### src/rtl/bin2bcd_seq.sv
// Sequential binary-to-BCD converter (double dabble, one bit per clock).
// Converts an unsigned IN_W-bit value into 8 packed BCD digits for the
// 7-segment display stage. Values above 99_999_999 are flagged through ovf
// and shown as all-ones without running the shift loop.
//
// state | meaning
// ------+---------------------------------------------------------------
// IDLE  | waiting for start; bcd/ovf hold the last result
// CONV  | one double-dabble iteration per cycle, IN_W cycles; busy=1
// FIN   | result just loaded into bcd/ovf; done=1 for this cycle;
//       | a new start here is accepted (back-to-back conversions)
module bin2bcd_seq #(
    parameter int IN_W = 27
) (
    input  logic            clk,
    input  logic            rst_n,
    input  logic            start,
    input  logic [IN_W-1:0] bin,
    output logic            busy,
    output logic            done,
    output logic [31:0]     bcd,
    output logic            ovf
);

    localparam int              CNT_W     = 5;
    localparam logic [CNT_W-1:0] LAST_ITER = CNT_W'(IN_W - 1);
    localparam logic [63:0]     MAX_VAL   = 64'd99_999_999;

    typedef enum logic [1:0] {
        IDLE = 2'd0,
        CONV = 2'd1,
        FIN  = 2'd2
    } state_t;

    state_t            state;
    state_t            state_nxt;

    logic [IN_W-1:0]   shift_q;
    logic [31:0]       work_q;
    logic [CNT_W-1:0]  cnt_q;

    logic              accept;
    logic              in_range;
    logic              last_iter;
    logic [31:0]       work_adj;
    logic [31+IN_W:0]  cat_shifted;
    logic [31:0]       work_nxt;
    logic [IN_W-1:0]   shift_nxt;

    // start is only honoured outside CONV; a start while busy is simply dropped
    assign accept    = start && (state != CONV);
    // zero-extend before comparing so the test also works for narrow IN_W
    assign in_range  = (64'(bin) <= MAX_VAL);
    assign last_iter = (state == CONV) && (cnt_q == LAST_ITER);

    // Double-dabble step: +3 on every digit >= 5, then shift {work, shift} left
    always_comb begin
        work_adj = work_q;
        for (int i = 0; i < 8; i++) begin
            if (work_q[4*i +: 4] >= 4'd5) begin
                work_adj[4*i +: 4] = work_q[4*i +: 4] + 4'd3;
            end
        end
        cat_shifted = {work_adj, shift_q} << 1;
        work_nxt    = cat_shifted[31+IN_W:IN_W];
        shift_nxt   = cat_shifted[IN_W-1:0];
    end

    // State register
    always_ff @(posedge clk or negedge rst_n) begin
        if (!rst_n) begin
            state <= IDLE;
        end else begin
            state <= state_nxt;
        end
    end

    // Next-state logic and status outputs
    always_comb begin
        state_nxt = state;
        busy      = 1'b0;
        done      = 1'b0;
        case (state)
            IDLE: begin
                if (accept) begin
                    state_nxt = in_range ? CONV : FIN;
                end
            end
            CONV: begin
                busy = 1'b1;
                if (last_iter) begin
                    state_nxt = FIN;
                end
            end
            FIN: begin
                done = 1'b1;
                if (accept) begin
                    state_nxt = in_range ? CONV : FIN;
                end else begin
                    state_nxt = IDLE;
                end
            end
            default: begin
                state_nxt = IDLE;
            end
        endcase
    end

    // Datapath: capture on accept, iterate in CONV, publish result on the last
    // iteration so bcd/ovf never show a partially converted value
    always_ff @(posedge clk or negedge rst_n) begin
        if (!rst_n) begin
            shift_q <= '0;
            work_q  <= '0;
            cnt_q   <= '0;
            bcd     <= 32'h0000_0000;
            ovf     <= 1'b0;
        end else if (accept) begin
            shift_q <= bin;
            work_q  <= '0;
            cnt_q   <= '0;
            if (!in_range) begin
                bcd <= 32'hFFFF_FFFF;
                ovf <= 1'b1;
            end
        end else if (state == CONV) begin
            shift_q <= shift_nxt;
            work_q  <= work_nxt;
            cnt_q   <= cnt_q + 1'b1;
            if (last_iter) begin
                bcd <= work_nxt;
                ovf <= 1'b0;
            end
        end
    end

endmodule

### config.mk
export PLATFORM = sky130hd
export DESIGN_NAME = bin2bcd_seq
export DESIGN_NICKNAME = d
export VERILOG_FILES = /design/src/rtl/bin2bcd_seq.sv
export SDC_FILE = /design/constraint.sdc
export NUM_CORES = 1
export LEC_CHECK = 0
export ABC_AREA = 1
export CAP_MARGIN = 10
export CORE_ASPECT_RATIO = 1.5
export CORE_MARGIN = 8
export CORE_UTILIZATION = 60
export CTS_CLUSTER_SIZE = 30
export DETAILED_ROUTE_END_ITERATION = 6
export MAX_ROUTING_LAYER = met4
export PLACE_DENSITY_LB_ADDON = 0.08
export SETUP_SLACK_MARGIN = 0.1
export SLEW_MARGIN = 30
export SYNTH_ARGS = -nofsm -noshare
export SYNTH_HDL_FRONTEND = slang
export SYNTH_SLANG_ARGS = --single-unit
export TNS_END_PERCENT = 1
### constraint.sdc
create_clock -name clk -period 4.2 [get_ports clk]
set_input_delay 0.42 -clock clk [delete_from_list [all_inputs] [get_ports clk]]
set_output_delay 0.42 -clock clk [all_outputs]
set_load 0.03 [all_outputs]
==> results of run 1 <==
==> final timing paths <==
check                                          end  cells past startpoint
max                             bcd[4]$_DFFE_PN0P_                      9
min                                ovf$_DFFE_PN0P_                      1
max in group asynchronous  shift_q[25]$_DFFE_PN0N_                      2
min reg2reg                        ovf$_DFFE_PN0P_                      2
max reg2reg                     bcd[4]$_DFFE_PN0P_                      9
min in group clk                   ovf$_DFFE_PN0P_                      2
==> registers in the layout, indices dropped and copies added, names as in the netlist <==
register	cells
bcd	32
cnt_q	5
ovf	1
shift_q	27
state	2
work_q	32
==> power groups by stage <==
stage / clock network [mW] / registers, mW / logic [mW]
floorplan: 0 / 1.70 / 0.712
global placement: 0 / 1.43 / 1.50
detailed placement: 0 / 1.44 / 1.53
CTS: 1.04 / 1.43 / 1.54
global route: 1.07 / 1.47 / 1.67
finish: 1.02 / 1.43 / 1.52
==> layout make-up <==
type | instances | area [um2]
Clock buffer | 12 | 256
Clock inverter | 4 | 120
Fill cell | 684 | 2240
Inverter | 61 | 229
Multi-Input combinational cell | 430 | 2190
Sequential cell | 99 | 2480
Tap cell | 107 | 134
Timing Repair Buffer | 67 | 664
==> Yosys cell counts <==
cell type	count	area [um2]
nand2_1	217	815
dfrtp_1	99	2480
inv_1	55	206
nand3_1	54	270
o22ai_1	32	200
o21ai_0	27	135
ha_1	18	225
nor2_1	16	60.1
or2_2	15	93.8
clkbuf_1	12	45.0
o211ai_1	10	75.1
a21oi_1	9	45.0
xor2_1	8	70.1
buf_2	7	35.0
o221ai_1	7	61.3
inv_2	6	22.5
nand4_1	5	31.3
buf_4	4	30.0
buf_6	3	33.8
nor2_2	2	12.5
nor2_4	2	22.5
a21boi_0	1	7.51
mux2i_1	1	10.0
nand2_2	1	6.26
nand2_4	1	11.3
nand3_2	1	10.0
nand3_4	1	17.5
nor3_1	1	5.00
nor3b_1	1	7.51
==> cell usage in the layout, fill, tap and decap left out, types with 8 or more instances in the layout <==
master and n:
nor2_1 16, dfrtp_1 99, xor2_1 8, o22ai_1 32, clkdlybuf4s50_1 63, o21ai_0 27, inv_1 55, or2_2 15
nand2_1 217, clkbuf_16 9, a21oi_1 9, o211ai_1 10, nand3_1 54, ha_1 18
==> per-layer routing <==
metal / global-route usage [%] / up-vias / wire, um
li1: - / 2112 / -
met1: 22.4 / 2131 / 4770
met2: 37.5 / 129 / 6220
met3: 5.28 / 18 / 556
met4: 7.45 / 0 / 204
met5: - / - / 0
==> kinds of logic (layout without fill, tap and decap cells) <==
family | count (synthesis) | count (layout) | synth area share (%)
buffers and inverters | 87 | 144 | 7.39
adder cells (fa/ha/maj) | 18 | 18 | 4.47
AO/OA/AOI/OAI | 86 | 86 | 10.4
XOR/XNOR | 8 | 8 | 1.39
flip-flops | 99 | 99 | 49.1
multiplexers | 1 | 1 | 0.199
AND/OR/NAND/NOR | 317 | 317 | 27.0
==> through the flow <==
| stage | utilization, % | cell area [um2] | cells | hold WS (ps) | setup WS [ps] |
|---|---|---|---|---|---|
| floorplan | - | 5040 | 616 | 124 | 2700 |
| global placement | 68.5 | 5690 | 764 | 467 | 1510 |
| detailed placement | 68.5 | 5690 | 764 | 475 | 1490 |
| CTS | 73.0 | 6070 | 780 | 222 | 1460 |
| global route | 73.1 | 6070 | 780 | 132 | 1310 |
| finish | 73.1 | 6070 | 780 | 60.7 | 1450 |
==> results by group, run 1 <==
Clocking
  – Clock Tree Buf Depth: 2
  – Post-CTS setup buffers: 0
  – Root buf cell: clkbuf_16
  – CTS buffer count: 9
  – CTS clk-pin slew, worst paths: 70 ps
  – Worst-skew pair later-pin latency: 350 ps
  – Clock sink count: 99
  – Post-cts resize count: 0
  – Post-CTS Hold Fix Bufs: 0
  – Htree depth: 3
  – CTS tree: done

Setup path
  – Worst R2R Setup Slack: 1450 ps
  – Critical Path Fanout Max: 45
  – Critical Path, Cell by Cell: inv_2, nor2_4, buf_4, inv_2, nor2_1, inv_2, nand2_4, nand2_1, nand2_1
  – Crit. Startpoint: state[0]$_DFFE_PN0P_
  – Crit end category: flip-flop
  – Worst Setup Start Kind: flip-flop
  – Critical path's slowest cell: inv_2
  – Max incr delay on CP: 630 ps
  – R2R Path Start: state[0]$_DFFE_PN0P_
  – Worst path most repeated cell: inv_2
  – Crit path buffers/inverters: 4
  – Setup CP Type: flip-flop to flip-flop
  – Worst path top cell family by delay: buffers and inverters
  – CP Data Arrival Time: 2980 ps
  – Worst Path Required: 4440 ps

Floorplan
  – Die X: 90.9 um
  – Full die area: 11700 um2
  – IO Pins: 65
  – Core area: 8310 um2
  – Core Rows: 41
  – Starting density of the core: 60.7%
  – Die Y: 128 um

Logic synthesis
  – Syn Std Cell Area: 5040 um2
  – Mapped Nets: 664
  – Cell count after synthesis: 616
  – Sequential cell area fraction in the yosys report: 49.1%
  – Unique masters post-synth: 29
  – Synth warn: 0
  – Number of synthesized register bits: 99
  – Mean Syn Cell Area: 8.19 um2

STA
  – RSZ-0062 raised after global routing: no
  – Clk_skew: 6.62 ps
  – Final Cycle Share: 65.4%
  – Setup TNS: 0 ps
  – Headroom to the max-slew limit: 45.0%
  – Crit path time final: 2750 ps
  – Final setup violation count: 0
  – Max frequency: 0.364 GHz
  – Fin. Hold Viols: 0
  – Slew @ Worst Pin: 824 ps
  – Final Max Tran Viols: 0

Pwr
  – P per Cell Area: 654 nW/um2
  – Total chip power: 3.97 mW
  – Pint: 2.49 mW
  – Power share of the clock group: 25.8%
  – VDD IR max: 411 uV
  – Leakage: 2.91 nW
  – Sequential power share: 36.0%
  – Comb power frac: 38.3%
  – Sw power: 1.48 mW
  – Sw Ratio: 37.3%

Final layout
  – Diode count: 0
  – P&R area growth vs syn: 20.4%
  – Share of cells above drive strength 1: 7.13%
  – Total Nets Final: 716

Routing
  – Final ANT Viol Nets: 0
  – DRC viols: 0
  – Vias per cell: 5.63
  – Via count: 4390
  – DRT Wirelength: 11800 um
  – Iteration count of the initial detailed-routing pass: 4
  – First DRT Iteration DRCs: 287
  – Wire per inst: 15.1 um

Status
  – Outcome: complete, no violations

Run
  – Max capacitance violation total: 0

Min path
  – HP Class: input pin to async pin

Placed design
  – Hpwl dp: 7970 um
  – I/O Buffers: 64
  – Gpl congestion: 0.835

GRT
  – First-pass GRT wire length: 19600 um
  – Vias in the first global route: 4382
  – Initial antenna violation count: 0
  – GRT Resource Usage Total: 21.2%
  – Total grt overflow: 0
  – Pin count of the biggest net entering global routing: 70
No activity file was read; power rests on OpenSTA's default activity.
==> run 2: changes to the inputs <==
--- a/config.mk
+++ b/config.mk
@@ -9,7 +9,7 @@
 export CAP_MARGIN = 10
 export CORE_ASPECT_RATIO = 1.5
 export CORE_MARGIN = 8
-export CORE_UTILIZATION = 60
+export CORE_UTILIZATION = 56
 export CTS_CLUSTER_SIZE = 30
 export DETAILED_ROUTE_END_ITERATION = 6
 export MAX_ROUTING_LAYER = met4
==> constraint.sdc (replaced) <==
create_clock -name clk -period 2.55 [get_ports clk]
set_input_delay 0.255 -clock clk [delete_from_list [all_inputs] [get_ports clk]]
set_output_delay 0.255 -clock clk [all_outputs]
set_load 0.03 [all_outputs]
==> run 2 against run 1 <==
Non-clock buffer count rose by 5. Wire length hardly changed. Clock skew shrank 1.9 ps. Utilization shrank 4.2 points. Worst hold slack gained 410 ps. Cell count grew 1.0%. Die area increased by 6.0%. Critical path depth is 7 lower.
==> results by group, run 2 (synthesis results as in run 1) <==
Pwr
  – Sequential power share: 38.2% (was 36.0%)
  – Power share of the clock group: 20.6% (was 25.8%)
  – Pint: 3.75 mW (was 2.49 mW)
  – Sw Ratio: 39.5% (was 37.3%)
  – Total chip power: 6.19 mW (was 3.97 mW)
  – Comb power frac: 41.2% (was 38.3%)
  – P per Cell Area: 1020 nW/um2 (was 654 nW/um2)
  – Sw power: 2.44 mW (was 1.48 mW)
  – Leakage: 2.89 nW (was 2.91 nW)
  – VDD IR max: 593 uV (was 411 uV)

STA
  – Final setup violation count: 0 (unchanged)
  – Slew @ Worst Pin: 722 ps (was 824 ps)
  – Setup TNS: 0 ps (unchanged)
  – Fin. Hold Viols: 0 (unchanged)
  – Final Max Tran Viols: 0 (unchanged)
  – Clk_skew: 4.67 ps (was 6.62 ps)
  – RSZ-0062 raised after global routing: no (unchanged)
  – Final Cycle Share: 85.9%
  – Max frequency: 0.456 GHz
  – Crit path time final: 2190 ps
  – Headroom to the max-slew limit: 51.8% (was 45.0%)

Status
  – Outcome: complete, no violations (unchanged)

Placed design
  – Post-place instance area: 5750 um2 (was 5690 um2)
  – Gpl congestion: 0.861 (was 0.835)
  – I/O Buffers: 64 (unchanged)
  – Hpwl dp: 8300 um (was 7970 um)

Routing
  – Iteration count of the initial detailed-routing pass: 5 (was 4)
  – Final ANT Viol Nets: 0 (unchanged)
  – Wire per inst: 14.9 um (was 15.1 um)
  – Met2 wire length: 6280 um (was 6220 um)
  – DRC viols: 0 (unchanged)
  – Metal-1 WL: 4710 um (was 4770 um)
  – Vias per cell: 5.54 (was 5.63)
  – First DRT Iteration DRCs: 193 (was 287)
  – Top Metal Used: met4 (unchanged)
  – Via count: 4366 (was 4390)
  – Met3 WL: 497 um (was 556 um)
  – DRT Wirelength: 11800 um (about the same)

Setup path
  – Critical Path Fanout Max: 13 (was 45)
  – R2R Path Start: cnt_q[0]$_DFFE_PN0N_ (was state[0]$_DFFE_PN0P_)
  – Worst Setup Start Kind: flip-flop (unchanged)
  – Worst Path Required: 2300 ps (was 4440 ps)
  – Crit. Startpoint: state[1]$_DFFE_PN0P_ (was state[0]$_DFFE_PN0P_)
  – Setup CP Type: flip-flop to output pin (was flip-flop to flip-flop)
  – Crit end category: output pin (was flip-flop)
  – CP Data Arrival Time: 1940 ps (was 2980 ps)

GRT
  – Pin count of the biggest net entering global routing: 52 (was 70)
  – Total grt overflow: 0 (unchanged)
  – First-pass GRT wire length: 20500 um (was 19600 um)
  – GRT Resource Usage Total: 20.8% (was 21.2%)
  – Initial antenna violation count: 0 (unchanged)
  – Vias in the first global route: 4591 (was 4382)

Clocking
  – Post-CTS Hold Fix Bufs: 1 (was 0)
  – Post-CTS setup buffers: 0 (unchanged)
  – Clock sink count: 99 (unchanged)
  – Worst-skew pair later-pin latency: 340 ps (was 350 ps)
  – Post-cts resize count: 0 (unchanged)
  – CTS tree: done (unchanged)
  – CTS clk-pin slew, worst paths: 60 ps (was 70 ps)
  – Htree depth: 3 (unchanged)
  – Root buf cell: clkbuf_16 (unchanged)
  – Clock Tree Buf Depth: 2 (unchanged)
  – CTS buffer count: 9 (unchanged)

Floorplan
  – Die Y: 132 um (was 128 um)
  – Full die area: 12400 um2 (was 11700 um2)
  – Die X: 93.5 um (was 90.9 um)
  – Core Rows: 42 (was 41)
  – IO Pins: 65 (unchanged)
  – Core area: 8780 um2 (was 8310 um2)
  – Starting density of the core: 57.5% (was 60.7%)

Final layout
  – Fill cells: 713 (was 684)
  – Share of cells above drive strength 1: 7.67% (was 7.13%)
  – Commonest non-fill, non-tap cell in the layout: nand2_1 (unchanged)
  – Fin area: 6040 um2 (was 6070 um2)
  – Total Nets Final: 721 (was 716)
  – Regs by FF count: bcd x32, work_q x32, shift_q x27 (unchanged)
  – Diode count: 0 (unchanged)
  – P&R area growth vs syn: 19.9% (was 20.4%)
  – Most frequent cells in the layout: 217 x nand2_1, 99 x dfrtp_1, 63 x clkdlybuf4s50_1, 55 x inv_1, 54 x nand3_1 (unchanged)

Run
  – Max capacitance violation total: 0 (unchanged)

Min path
  – HP Class: input pin to async pin (unchanged)
[run 2: changes by cell type in the layout (fill, tap and decap cells not counted)]
cell,previous run,this run
dlygate4sd3_1,0,1
buf_4,3,6
buf_6,1,0
clkinvlp_4,0,2
clkinv_2,0,2
bufinv_16,4,0
buf_12,0,2
[run 2: critical path, cell delays in order, from the launching register on]
cell,delay (ps)
dfrtp_1,440
nor2_4,390
clkdlybuf4s50_1,770
[run 2: final timing paths]
path	end	slack, ps	depth (start not counted)
min in group clk	ovf$_DFFE_PN0P_	490	2
worst max register to register	bcd[31]$_DFFE_PN0P_	590	8
max in group asynchronous	bcd[6]$_DFFE_PN0P_	1370	3
worst min-delay path	work_q[17]$_DFFE_PN0N_	470	2
worst max-delay path	busy	360	2
worst min register to register	ovf$_DFFE_PN0P_	490	2
[run 2: routing by layer]
metal	track usage [%]	vias up
li1	-	2130
met1	22.3	2074
met5	-	-
met3	3.36	29
met4	10.1	0
met2	35.9	133
[run 2: layout make-up]
type / instances / area (um2) / share of cell area (%)
Sequential cell: 99 / 2480 / 41.0
Tap cell: 110 / 138 / 2.28
Multi-Input combinational cell: 430 / 2190 / 36.3
Clock inverter: 4 / 25.0 / 0.414
Timing Repair Buffer: 72 / 726 / 12.0
Clock buffer: 12 / 256 / 4.24
Inverter: 61 / 229 / 3.79
[run 2: power by group through the flow]
stage / logic [mW] / clock network [mW] / registers, mW
after floorplan: 1.17 / 0 / 2.80
after global placement: 2.52 / 0 / 2.38
after detailed placement: 2.57 / 0 / 2.40
after CTS: 2.58 / 1.30 / 2.37
after global routing: 2.80 / 1.36 / 2.43
final: 2.55 / 1.27 / 2.37
[run 2: per-stage QoR]
stage | util [%] | hold slack [ps] | setup WS [ps] | std cells
after global routing | 68.9 | 524 | 283 | 788
final | 68.9 | 472 | 359 | 788
after detailed placement | 65.5 | 321 | 377 | 771
after CTS | 68.9 | 490 | 342 | 788
after floorplan | - | -40.6 | 1080 | 616
after global placement | 65.5 | 322 | 424 | 771
==> run 3: changes to the inputs <==
--- a/config.mk
+++ b/config.mk
@@ -6,6 +6,7 @@
 export NUM_CORES = 1
 export LEC_CHECK = 0
 export ABC_AREA = 1
+export ABC_CLOCK_PERIOD_IN_PS = 2550
 export CAP_MARGIN = 10
 export CORE_ASPECT_RATIO = 1.5
 export CORE_MARGIN = 8
@@ -15,7 +16,7 @@
 export MAX_ROUTING_LAYER = met4
 export PLACE_DENSITY_LB_ADDON = 0.08
 export SETUP_SLACK_MARGIN = 0.1
-export SLEW_MARGIN = 30
+export SLEW_MARGIN = 10
 export SYNTH_ARGS = -nofsm -noshare
 export SYNTH_HDL_FRONTEND = slang
 export SYNTH_SLANG_ARGS = --single-unit
==> results of run 3 <==
The final DEF is identical to that of run 2; final timing and power are the same.
